## config.mk

```make
export PLATFORM = sky130hd
export DESIGN_NAME = ahb_apb_bridge
export DESIGN_NICKNAME = d
export VERILOG_FILES = /design/src/rtl/ahb_apb_bridge.sv
export SDC_FILE = /design/constraint.sdc
export NUM_CORES = 1
export LEC_CHECK = 0
export ABC_CLOCK_PERIOD_IN_PS = 1700
export BUFFER_PORTS_ARGS = -buffer_cell sky130_fd_sc_hd__buf_2
export CAP_MARGIN = 15
export CORE_MARGIN = 2
export CORE_UTILIZATION = 34
export DETAILED_ROUTE_END_ITERATION = 10
export GPL_TIMING_DRIVEN = 0
export HOLD_SLACK_MARGIN = 0.15
export PLACE_DENSITY_LB_ADDON = 0.08
export SKIP_LAST_GASP = 1
export SLEW_MARGIN = 10
export SYNTH_ARGS = -nofsm -noshare
export SYNTH_HDL_FRONTEND = slang
export SYNTH_SLANG_ARGS = --single-unit
```

## constraint.sdc

```tcl
create_clock -name HCLK -period 1.7 [get_ports HCLK]
set_input_delay 0.34 -clock HCLK [delete_from_list [all_inputs] [get_ports HCLK]]
set_output_delay 0.34 -clock HCLK [all_outputs]
set_load 0.02 [all_outputs]
```

## src/rtl/ahb_apb_bridge.sv

```systemverilog
// AHB-Lite slave to APB master bridge: one outstanding 32-bit word transfer,
// all APB outputs registered, PREADY timeout aborts with an AHB ERROR response.
module ahb_apb_bridge #(
    parameter int unsigned APB_ADDR_WIDTH = 12,
    parameter int unsigned TIMEOUT_CYCLES = 255
) (
    input  logic                      HCLK,
    input  logic                      HRESETn,
    input  logic                      HSEL,
    input  logic [31:0]               HADDR,
    input  logic [1:0]                HTRANS,
    input  logic                      HWRITE,
    input  logic [2:0]                HSIZE,
    input  logic [31:0]               HWDATA,
    input  logic                      HREADY,
    output logic                      HREADYOUT,
    output logic                      HRESP,
    output logic [31:0]               HRDATA,
    output logic [APB_ADDR_WIDTH-1:0] PADDR,
    output logic                      PSEL,
    output logic                      PENABLE,
    output logic                      PWRITE,
    output logic [31:0]               PWDATA,
    input  logic [31:0]               PRDATA,
    input  logic                      PREADY,
    input  logic                      PSLVERR
);
    localparam int unsigned CNT_W = $clog2(TIMEOUT_CYCLES + 1);

    typedef enum logic [2:0] {
        S_IDLE, S_WDATA, S_SETUP, S_ACCESS, S_DONE, S_ERR1, S_ERR2
    } state_e;

    state_e                    state_q, state_d;
    logic [APB_ADDR_WIDTH-1:0] addr_q, addr_d;
    logic                      write_q, write_d;
    logic [CNT_W-1:0]          cnt_q, cnt_d;
    logic [31:0]               hrdata_q, hrdata_d;
    logic [APB_ADDR_WIDTH-1:0] paddr_q, paddr_d;
    logic                      psel_q, psel_d;
    logic                      penable_q, penable_d;
    logic                      pwrite_q, pwrite_d;
    logic [31:0]               pwdata_q, pwdata_d;
    logic                      accept;
    logic                      unused_ok;

    // Only the ready states sample the address phase; BUSY and IDLE are ignored.
    assign accept = (state_q inside {S_IDLE, S_DONE, S_ERR2}) & HSEL & HREADY & HTRANS[1];

    always_comb begin
        // NOTE: every output of this block gets a default first so no latch is inferred.
        state_d  = state_q;
        addr_d   = addr_q;
        write_d  = write_q;
        cnt_d    = cnt_q;
        hrdata_d = hrdata_q;
        paddr_d  = paddr_q;
        pwrite_d = pwrite_q;
        pwdata_d = pwdata_q;

        unique case (state_q)
            S_WDATA: begin
                pwdata_d = HWDATA;
                state_d  = S_SETUP;
            end
            S_SETUP: state_d = S_ACCESS;
            S_ACCESS: begin
                if (PREADY) begin
                    state_d = PSLVERR ? S_ERR1 : S_DONE;
                    if (!write_q) hrdata_d = PRDATA;
                end else if (cnt_q == CNT_W'(TIMEOUT_CYCLES - 1)) begin
                    state_d = S_ERR1;
                end else begin
                    cnt_d = cnt_q + CNT_W'(1);
                end
            end
            S_ERR1:  state_d = S_ERR2;
            default: state_d = S_IDLE;
        endcase

        if (accept) begin
            addr_d  = HADDR[APB_ADDR_WIDTH-1:0];
            write_d = HWRITE;
            if (HSIZE != 3'b010) state_d = S_ERR1;
            else if (HWRITE)     state_d = S_WDATA;
            else                 state_d = S_SETUP;
        end

        // A read enters SETUP straight from the address phase, so bypass the latch.
        if (state_d == S_SETUP) begin
            cnt_d    = '0;
            paddr_d  = accept ? HADDR[APB_ADDR_WIDTH-1:0] : addr_q;
            pwrite_d = accept ? HWRITE : write_q;
        end

        psel_d    = (state_d == S_SETUP) || (state_d == S_ACCESS);
        penable_d = (state_d == S_ACCESS);
    end

    // NOTE: sequential state uses non-blocking assignments; all registers are
    // small control/data flops, so every one of them is reset.
    always_ff @(posedge HCLK or negedge HRESETn) begin
        if (!HRESETn) begin
            state_q   <= S_IDLE;
            addr_q    <= '0;
            write_q   <= 1'b0;
            cnt_q     <= '0;
            hrdata_q  <= '0;
            paddr_q   <= '0;
            psel_q    <= 1'b0;
            penable_q <= 1'b0;
            pwrite_q  <= 1'b0;
            pwdata_q  <= '0;
        end else begin
            state_q   <= state_d;
            addr_q    <= addr_d;
            write_q   <= write_d;
            cnt_q     <= cnt_d;
            hrdata_q  <= hrdata_d;
            paddr_q   <= paddr_d;
            psel_q    <= psel_d;
            penable_q <= penable_d;
            pwrite_q  <= pwrite_d;
            pwdata_q  <= pwdata_d;
        end
    end

    assign HREADYOUT = state_q inside {S_IDLE, S_DONE, S_ERR2};
    assign HRESP     = state_q inside {S_ERR1, S_ERR2};
    assign HRDATA    = hrdata_q;
    assign PADDR     = paddr_q;
    assign PSEL      = psel_q;
    assign PENABLE   = penable_q;
    assign PWRITE    = pwrite_q;
    assign PWDATA    = pwdata_q;

    assign unused_ok = ^{HADDR[31:APB_ADDR_WIDTH], HTRANS[0]};
endmodule
```

==> results.toml, run 1 <==
[outcome]
status = "complete, but fails checks"
violations = "negative setup slack"

[detailed_routing]
ant_nets = 0
wirelength_um = 9060
firstDrtPassIters = 4
drcViolationCount = 0
drt_iter0_drc = 94
via_count = 2849
wire_per_inst_um = 14.6
drt-vias-per-instance = 4.60

[placement]
portBuffers = 167
dpl_worst_slack_ns = -0.413
dp_hpwl_um = 6230
place.gp.congestion = 0.706

[sta]
max_freq_ghz = 0.522
hold_viol_final = 0
worst_pin_slew_ns = 0.455
skew_ns = 0.00448
grt_setup_unrepaired = "yes"
layout_setup_ws_ns = -0.216
tns_ns = -3.28
setup_violations = 22
period_share = 1.13
finalMaxSlewViolations = 0
post-route-min-period_ns = 1.92
maxSlewHeadroom = 0.697

[worst_setup_path]
required_ns = 1.92
cp-start-kind = "flop"
cp.arrival_ns = 2.14
cp_max_fo = 10
critPathCaptureType = "flop"
path_class = "flop to flop"

[power_and_ir_drop]
power.density_nw_per_um2 = 2080
switching_share = 0.354
finalPower_mw = 12.4
p_int_mw = 7.98
peakVddDrop_mv = 0.921
leakage_nw = 2.90
p_switching_mw = 4.38
seqPwrFrac = 0.337
clkPwrFrac = 0.171
pwr-share-comb = 0.491

[floorplan]
ios = 189
row_count = 40
die_w_um = 114
initial_utilization = 0.346
core_um2 = 12000
dieHeight_um = 114
die-area_um2 = 13100

[synth]
syn-num-nets = 374
yosysWarningCount = 0
synthArstFlopShare = 1.00
synth.distinct_cells = 35
yosysSeqAreaShare = 0.623
synth_edf_count = 0
avgSynthCellArea_um2 = 15.7
ys_seq_elements = 103
synthCells = 264
syn_area_um2 = 4130
synthFlopType = "dfrtp_1"

[global_routing]
grt_pass1_vias = 2827
grt_pass1_wl_um = 14400
grtUsageTotal = 0.144
grt_antenna_before_repair = 1
grt_start_max_net_pins = 57
grt_remaining_overflow = 0

[layout]
final_common_cell = "buf_2"
fin_nets = 577
postLayoutCoreUtil = 0.497
fillers = 1108
mostFrequentLayoutCells = "buf_2, dfrtp_1, mux2_2, mux2_4, buf_4"
layout-area-overhead-vs-synth_pct = 43.8
drive_gt1_frac = 0.686
antenna_cells = 0

[clocking]
cts_sinks = 103
clkSlewWorstSetupHoldPaths_ns = 0.07
cts_made_buffers = 9
ctsHtreeMaxLevel = 3
cts_root_buf = "clkbuf_16"
insertion_delay_ns = 0.34
clock_path_buffers = 2
cts_tree = "yes"

[flow_run]
cap_violations = 0

[min_path]
hp-class = "input pin to flop"
## registers in the layout, indices dropped and copies added, names as in the netlist
signal,cells
HRDATA,32
PWDATA,32
PADDR,12
addr_q,12
cnt_q,8
state_q,3
PENABLE,1
PSEL,1
PWRITE,1
write_q,1
## timing repair
action,CTS,global route
endpoints found under the setup margin,93,85
endpoints found under the hold margin,47,0
gates cloned,2,0
resized for setup,41,23
buffers inserted,20,6
pin swaps,10,3
hold buffers,1,0
## synthesized netlist by cell type (3+ instances only)
cell,n,area [um2]
mux2_4,12,180
dfrtp_1,103,2580
nor2_1,12,45.0
a21boi_0,3,22.5
buf_2,8,40.0
nand2_1,4,15.0
xor2_1,5,43.8
nand2b_1,4,25.0
mux2_2,78,878
nand3_1,3,15.0
## worst max-delay path: stages, from the launching register on
cell and delay [ns]:
dfrtp_1 0.39, and4_4 0.19, a41o_4 0.31, o221ai_4 0.19, and3_4 0.26, buf_12 0.15, mux2_4 0.30
## area by class of cell
| type | instances | area [um2] | share of cell area |
|---|---|---|---|
| plain buffers | 9 | 103 | 0.0173 |
| clock buffers | 12 | 256 | 0.0431 |
| clock inverters | 4 | 53.8 | 0.00905 |
| inverters | 2 | 7.51 | 0.00126 |
| multi-input cells | 149 | 1640 | 0.276 |
| flip-flops and latches | 103 | 2580 | 0.434 |
| well taps | 147 | 184 | 0.0309 |
| repair buffers | 193 | 1120 | 0.188 |
## worst paths after layout
| path | start | cells past startpoint | end | slack, ns |
|---|---|---|---|---|
| max | cnt_q[5] | 6 | PADDR[1] | -0.22 |
| min | PRDATA[6] | 2 | HRDATA[6] | 0.23 |
| max reg2reg | cnt_q[5] | 6 | PADDR[1] | -0.22 |
| min reg2reg | addr_q[7] | 1 | addr_q[7] | 0.50 |
| max in group asynchronous | HRESETn | 3 | HRDATA[24] | 0.57 |
| min in group asynchronous | HRESETn | 2 | PWDATA[29] | 0.49 |
## metal layers
metal | vias up | global-route usage | share of wire
li1 | 1338 | - | -
met1 | 1386 | 0.195 | 0.46
met2 | 114 | 0.199 | 0.43
met3 | 11 | 0.0540 | 0.089
met4 | 0 | 0.0772 | 0.023
met5 | - | 0 | 0
## cell families (layout without fill, tap and decap cells)
kind of cell               count (synthesis)  after routing  synth area share
AOI/OAI and AO/OA                          9              9            0.0182
xor gates and xnor gates                   7              7            0.0148
adders and majority gates                  2              2           0.00605
buffers and inverters                     12            220            0.0191
DFF                                      103            103             0.623
muxes                                     90             90             0.256
and+or+nand+nor                           41             41            0.0623
## metrics by stage
stage / area [um2] / hold WS (ns) / std cells
2_1_floorplan: 4160 / 0.0444 / 264
3_3_place_gp: 5180 / 0.480 / 578
3_5_place_dp: 5220 / 0.305 / 579
4_1_cts: 5910 / 0.208 / 618
5_1_grt: 5940 / 0.206 / 619
6_report: 5940 / 0.226 / 619
## power by group through the flow
stage	logic [mW]	clock network, mW	registers [mW]
after CTS	6.04	2.20	4.17
final	6.07	2.12	4.17
after global routing	6.53	2.33	4.32
after floorplan	2.51	0	5.39
after global placement	5.26	0	4.16
after detailed placement	5.34	0	4.19
Power figures use the tool's default switching activity.
==> inputs of run 2 (changes only) <==
ABC_AREA = 1   (was unset)
==> run 2 against run 1 <==
Net effect:
- the run now ends clean
- combinational power is 7.2% lower
- synthesized cell count is 33% higher
- routed wire length is 6.0% higher
- utilization is 1.6 points lower
- non-clock buffer count is 10 lower
- clock skew up 0.0012 ns
- maximum frequency up 14%
- via count grew 9.9%
- clock power down 2%
- register-to-register slack gained 0.23 ns
- critical endpoint is now cnt_q[2]
- largest power group unchanged
- highest routed layer unchanged
==> results.toml, run 2 <==
[synth]
syn-num-nets = 462
synth_compound_area_frac = 0.00359
yosys.area_share.simple = 0.148
synth_top_family_by_area = "multiplexers"
yosysTopAreaCell = "dfrtp_1"
syn_area_um2 = 4180
synthFlopType = "dfrtp_1"
synthCells = 352
yosysMostFrequentCell = "dfrtp_1"
avgSynthCellArea_um2 = 11.9
synth_xor_xnor_area_share = 0.0126
synth_edf_count = 0
synth_top_cells_by_count = "dfrtp_1, nand2_1, mux2_2, inv_1, nand4_1"
synth.distinct_cells = 22
ys_seq_elements = 103
yosysWarningCount = 0
synthArstFlopShare = 1.00
synth_top_area_frac = 0.616
synth_mux_area_frac = 0.172
yosysSeqAreaShare = 0.616
synthAdderAreaFrac = 0.00598
synth.area.top_cells = "dfrtp_1, mux2_2, nand2_1"

[min_path]
hp-class = "input pin to flop"
min_path_cells = 3
hp-start = "HADDR[5]"
min_to = "addr_q[5]"

[detailed_routing]
firstDrtPassIters = 4
wl_met1_um = 4330
route.met3.wl_um = 782
ant_nets = 0
drcViolationCount = 0
drt_iter0_drc = 128
wirelength_um = 9610
top_layer = "met4"
via_count = 3131
drt-vias-per-instance = 4.51
met2WireLength_um = 4320
wire_per_inst_um = 13.8

[global_routing]
grt_pass1_vias = 3005
grt_start_max_net_pins = 58
grt_pass1_wl_um = 14500
grt_antenna_before_repair = 0
grt_remaining_overflow = 0
grtUsageTotal = 0.141

[worst_setup_path]
critPathSlowestCell = "dfrtp_1"
r2r_slack_ns = 0.01
cpMostUsedCell = "nand2_1"
critPathMaxStageDelay_ns = 0.37
critPathCaptureType = "flop"
required_ns = 1.94
cp_max_fo = 5
cp-start-kind = "flop"
path_class = "flop to flop"
r2r_cells = 13
path_cells = "inv_2 -> ha_4 -> inv_2 -> nor2_1 -> nand2_1 -> nand2_1 -> nand2_1 -> nand3_2 -> inv_2 -> nand3_4 -> clkbuf_16 -> nand2_1 -> inv_1"
cp.arrival_ns = 1.93
r2r-start = "cnt_q[0]"
rr_endpoint = "cnt_q[2]"

[clocking]
ctsHtreeMaxLevel = 3
cts_root_buf = "clkbuf_16"
clkSlewWorstSetupHoldPaths_ns = 0.07
insertion_delay_ns = 0.35
cts_tree = "yes"
clock_path_buffers = 2
cts_sinks = 103
cts_made_buffers = 9

[sta]
tns_ns = 0
hold_viol_final = 0
worst_pin_slew_ns = 0.452
holdWs_ns = 0.215
setup_violations = 0
skew_ns = 0.00573
finalMaxSlewViolations = 0
period_share = 0.992
max_freq_ghz = 0.593
post-route-min-period_ns = 1.69
grt_setup_unrepaired = "yes"
maxSlewHeadroom = 0.698

[layout]
fillers = 1149
mostFrequentLayoutCells = "buf_2, dfrtp_1, nand2_1, mux2_2, nand2_2"
seqCellArea_um2 = 2580
antenna_cells = 0
drive_gt1_frac = 0.585
multi_input_area_um2 = 1560
fin_nets = 652
layout-area-overhead-vs-synth_pct = 38.2
final_common_cell = "buf_2"

[floorplan]
initial_utilization = 0.348
die-area_um2 = 13200
die_w_um = 115
dieHeight_um = 115
core_um2 = 12000
row_count = 40
ios = 189

[power_and_ir_drop]
leakage_nw = 3.04
peakVddDrop_mv = 0.778
power.density_nw_per_um2 = 2040

[outcome]
status = "completed"

[placement]
place.gp.congestion = 0.725
dp_hpwl_um = 6860
portBuffers = 167

[flow_run]
cap_violations = 0
[run 2: metal layers]
layer / vias to the layer above / track usage
met5: - / 0
met4: 0 / 0.0651
met3: 12 / 0.0448
met2: 113 / 0.218
met1: 1474 / 0.183
li1: 1532 / -
[run 2: through the flow]
stage / utilization / cell area (um2) / setup WS [ns] / instances / power, mW
detailed placement: 0.436 / 5240 / -0.0491 / 667 / 9.17
global placement: 0.433 / 5200 / -0.922 / 666 / 9.09
finish: 0.481 / 5780 / 0.0143 / 694 / 11.8
CTS: 0.464 / 5580 / 0.0123 / 686 / 11.3
floorplan: - / 4180 / 0.201 / 352 / 7.50
global route: 0.481 / 5780 / -0.0969 / 694 / 12.6
[run 2: where the power goes]
part | internal, mW | switching [mW]
sequential | 3.59 | 0.501
clock | 1.18 | 0.894
combinational | 2.41 | 3.23
total | 7.18 | 4.62
[run 2: worst max-delay path by stage]
| stage | start | end | slack, ns | depth (start not counted) |
|---|---|---|---|---|
| global placement | HRESETn | PWDATA[24] | -0.92 | 1 |
| CTS | cnt_q[0] | PADDR[9] | 0.01 | 13 |
| finish | cnt_q[0] | cnt_q[2] | 0.01 | 13 |
| global route | cnt_q[0] | PADDR[10] | -0.1 | 13 |
| detailed placement | cnt_q[0] | PADDR[2] | -0.05 | 12 |
| floorplan | cnt_q[0] | PADDR[0] | 0.20 | 13 |
[run 2: logic make-up after synthesis]
family | count (synthesis)
simple gates | 137
flops | 103
mux | 64
buf+inv | 37
xor+xnor | 6
compound gates | 3
fa+ha+maj | 2
[run 2: timing repair]
action                     4_1_cts  5_1_grt
buffers inserted                 2        6
gates cloned                     0        2
gates resized for setup          5       45
hold buffers                     1        0
hold endpoints to repair        46        0
pin swaps                        0        3
setup endpoints to repair       23       51
[run 2: cell type report]
cell class / count / area share
plain buffers: 13 / 0.0154
clock buffers: 11 / 0.0420
clock inverters: 5 / 0.00996
inverters: 24 / 0.0156
multi-input cells: 212 / 0.269
flip-flops and latches: 103 / 0.446
well taps: 147 / 0.0318
repair buffers: 179 / 0.169
[run 2: worst max-delay path: cells and delay by family (launching register included)]
kind                       cells  cell delay (ns)
buffers and inverters          5             0.46
adders and majority gates      1             0.15
and+or+nand+nor                7             0.60
DFF                            1             0.37
==> inputs of run 3 (changes only) <==
CELL_PAD_IN_SITES_DETAIL_PLACEMENT = 1   (was unset)
CELL_PAD_IN_SITES_GLOBAL_PLACEMENT = 1   (was unset)
CORE_UTILIZATION = 32   (was 34)
==> run 3 against run 2 <==
Net effect:
- largest cell class unchanged
- critical endpoint is now cnt_q[5]
- maximum frequency grew 0.29%
- critical path depth down 2
- via count grew 2.1%
- worst setup slack improved by 0.0049 ns
- combinational power shrank 2%
- sequential share of layout area hardly changed
- sequential cell count did not move
- register-to-register slack is essentially flat
==> results.toml, run 3 (synthesized netlist as in run 2, its figures left out) <==
[outcome]
status = "completed"

[sta]
post-route-min-period_ns = 1.68
period_share = 0.989
skew_ns = 0.00661
hold_viol_final = 0
max_freq_ghz = 0.595
holdWs_ns = 0.221
setup_violations = 0
grt_setup_unrepaired = "yes"
finalMaxSlewViolations = 0
maxSlewHeadroom = 0.707
worst_pin_slew_ns = 0.440
layout_setup_ws_ns = 0.0192

[clocking]
cts_made_buffers = 9
cts_tree = "yes"
insertion_delay_ns = 0.34
cts_root_buf = "clkbuf_16"
clock_path_buffers = 2
ctsHtreeMaxLevel = 3
cts_sinks = 103
clkSlewWorstSetupHoldPaths_ns = 0.07

[detailed_routing]
ant_nets = 0
drt_iter0_drc = 87
drcViolationCount = 0
wirelength_um = 10600
drt-vias-per-instance = 4.43
via_count = 3197
firstDrtPassIters = 4
wire_per_inst_um = 14.7

[global_routing]
grt_remaining_overflow = 0
grt_pass1_vias = 3373
grt_pass1_wl_um = 17100
grt_start_max_net_pins = 62
grt_antenna_before_repair = 0
grtUsageTotal = 0.154

[floorplan]
dieHeight_um = 118
core_um2 = 12700
die-area_um2 = 14000
initial_utilization = 0.330
ios = 189
row_count = 41
die_w_um = 118

[layout]
mostFrequentLayoutCells = "buf_2, dfrtp_1, nand2_1, mux2_2, inv_1"
final_common_cell = "buf_2"
drive_gt1_frac = 0.538
layout-area-overhead-vs-synth_pct = 38.2
fillers = 1469
fin_nets = 655
antenna_cells = 0

[worst_setup_path]
path_class = "flop to flop"
cp-start-kind = "flop"
required_ns = 1.99
cp.arrival_ns = 1.97
cp-startpoint = "cnt_q[0]"
cp_max_fo = 5
endpoint = "cnt_q[5]"
r2r_cells = 11
critPathCaptureType = "flop"
r2r_slack_ns = 0.02
r2r-start = "cnt_q[0]"
rr_endpoint = "cnt_q[5]"

[placement]
dpl_worst_slack_ns = -0.0626
dp_hpwl_um = 7710
place.gp.congestion = 0.704
portBuffers = 167

[flow_run]
cap_violations = 0

[power_and_ir_drop]
power.density_nw_per_um2 = 2030
peakVddDrop_mv = 0.812
leakage_nw = 3.05
finalPower_mw = 11.7

[min_path]
hp-class = "input pin to flop"
-- run 3: cell count changes in the layout (fill, tap and decap cells not counted), sizes merged --
cell and delta:
buf +5, clkinv -2, clkbuf -1, inv +1
-- run 3: critical path: stages, from the launching register on --
cell     delay, ns
dfrtp_1       0.37
inv_2         0.05
ha_1          0.20
inv_1         0.06
nor2_1        0.04
nand2_2       0.10
nand3_4       0.12
buf_4         0.17
nor2_1        0.20
xor2_1        0.18
nand2_1       0.08
inv_1         0.05
-- run 3: how the worst min path moves through the flow --
stage / start / endpoint / slack [ns] / cells past startpoint
finish: HADDR[3] / addr_q[3] / 0.22 / 3
global route: PRDATA[28] / HRDATA[28] / 0.22 / 2
CTS: HADDR[3] / addr_q[3] / 0.21 / 3
detailed placement: HRESETn / cnt_q[3] / 0.30 / 1
global placement: addr_q[6] / addr_q[6] / 0.45 / 2
floorplan: HRESETn / HRDATA[0] / 0.04 / 0
-- run 3: metal layers --
layer / wire length (um) / up-vias / GRT usage
met1: 4530 / 1549 / 0.193
met3: 681 / 10 / 0.0439
met5: 0 / - / 0
met2: 5220 / 105 / 0.255
met4: 144 / 0 / 0.0542
li1: - / 1533 / -
-- run 3: per-stage QoR --
stage                     utilization  area (um2)  setup TNS, ns  cells
after floorplan                     -        4180              0    352
after global placement          0.413        5230         -96.40    691
after detailed placement        0.416        5270         -0.835    692
after CTS                       0.443        5610        -0.0183    711
after global routing            0.456        5780         -0.791    722
final                           0.456        5780              0    722
-- run 3: report_power, final --
part | internal [mW] | leakage, nW | switching, mW | total, mW
sequential | 3.59 | 1.26 | 0.513 | 4.10
combinational | 2.34 | 1.63 | 3.16 | 5.50
clock | 1.23 | 0.153 | 0.900 | 2.13
-- run 3: cell type report --
cell class / instances / area, um2 / share of cell area
Clock buffer: 12 / 256 / 0.0444
Sequential cell: 103 / 2580 / 0.446
Clock inverter: 4 / 52.6 / 0.00909
Multi-Input combinational cell: 212 / 1480 / 0.257
Tap cell: 172 / 215 / 0.0372
Inverter: 24 / 92.6 / 0.0160
Buffer: 13 / 103 / 0.0178
Timing Repair Buffer: 182 / 997 / 0.173
-- run 3: what timing repair did --
action,in CTS,in global routing
pin swaps,0,7
gates cloned,0,1
hold buffers,1,0
hold endpoints to repair,42,0
gates resized for setup,4,22
setup buffers,2,10
endpoints found under the setup margin,23,22
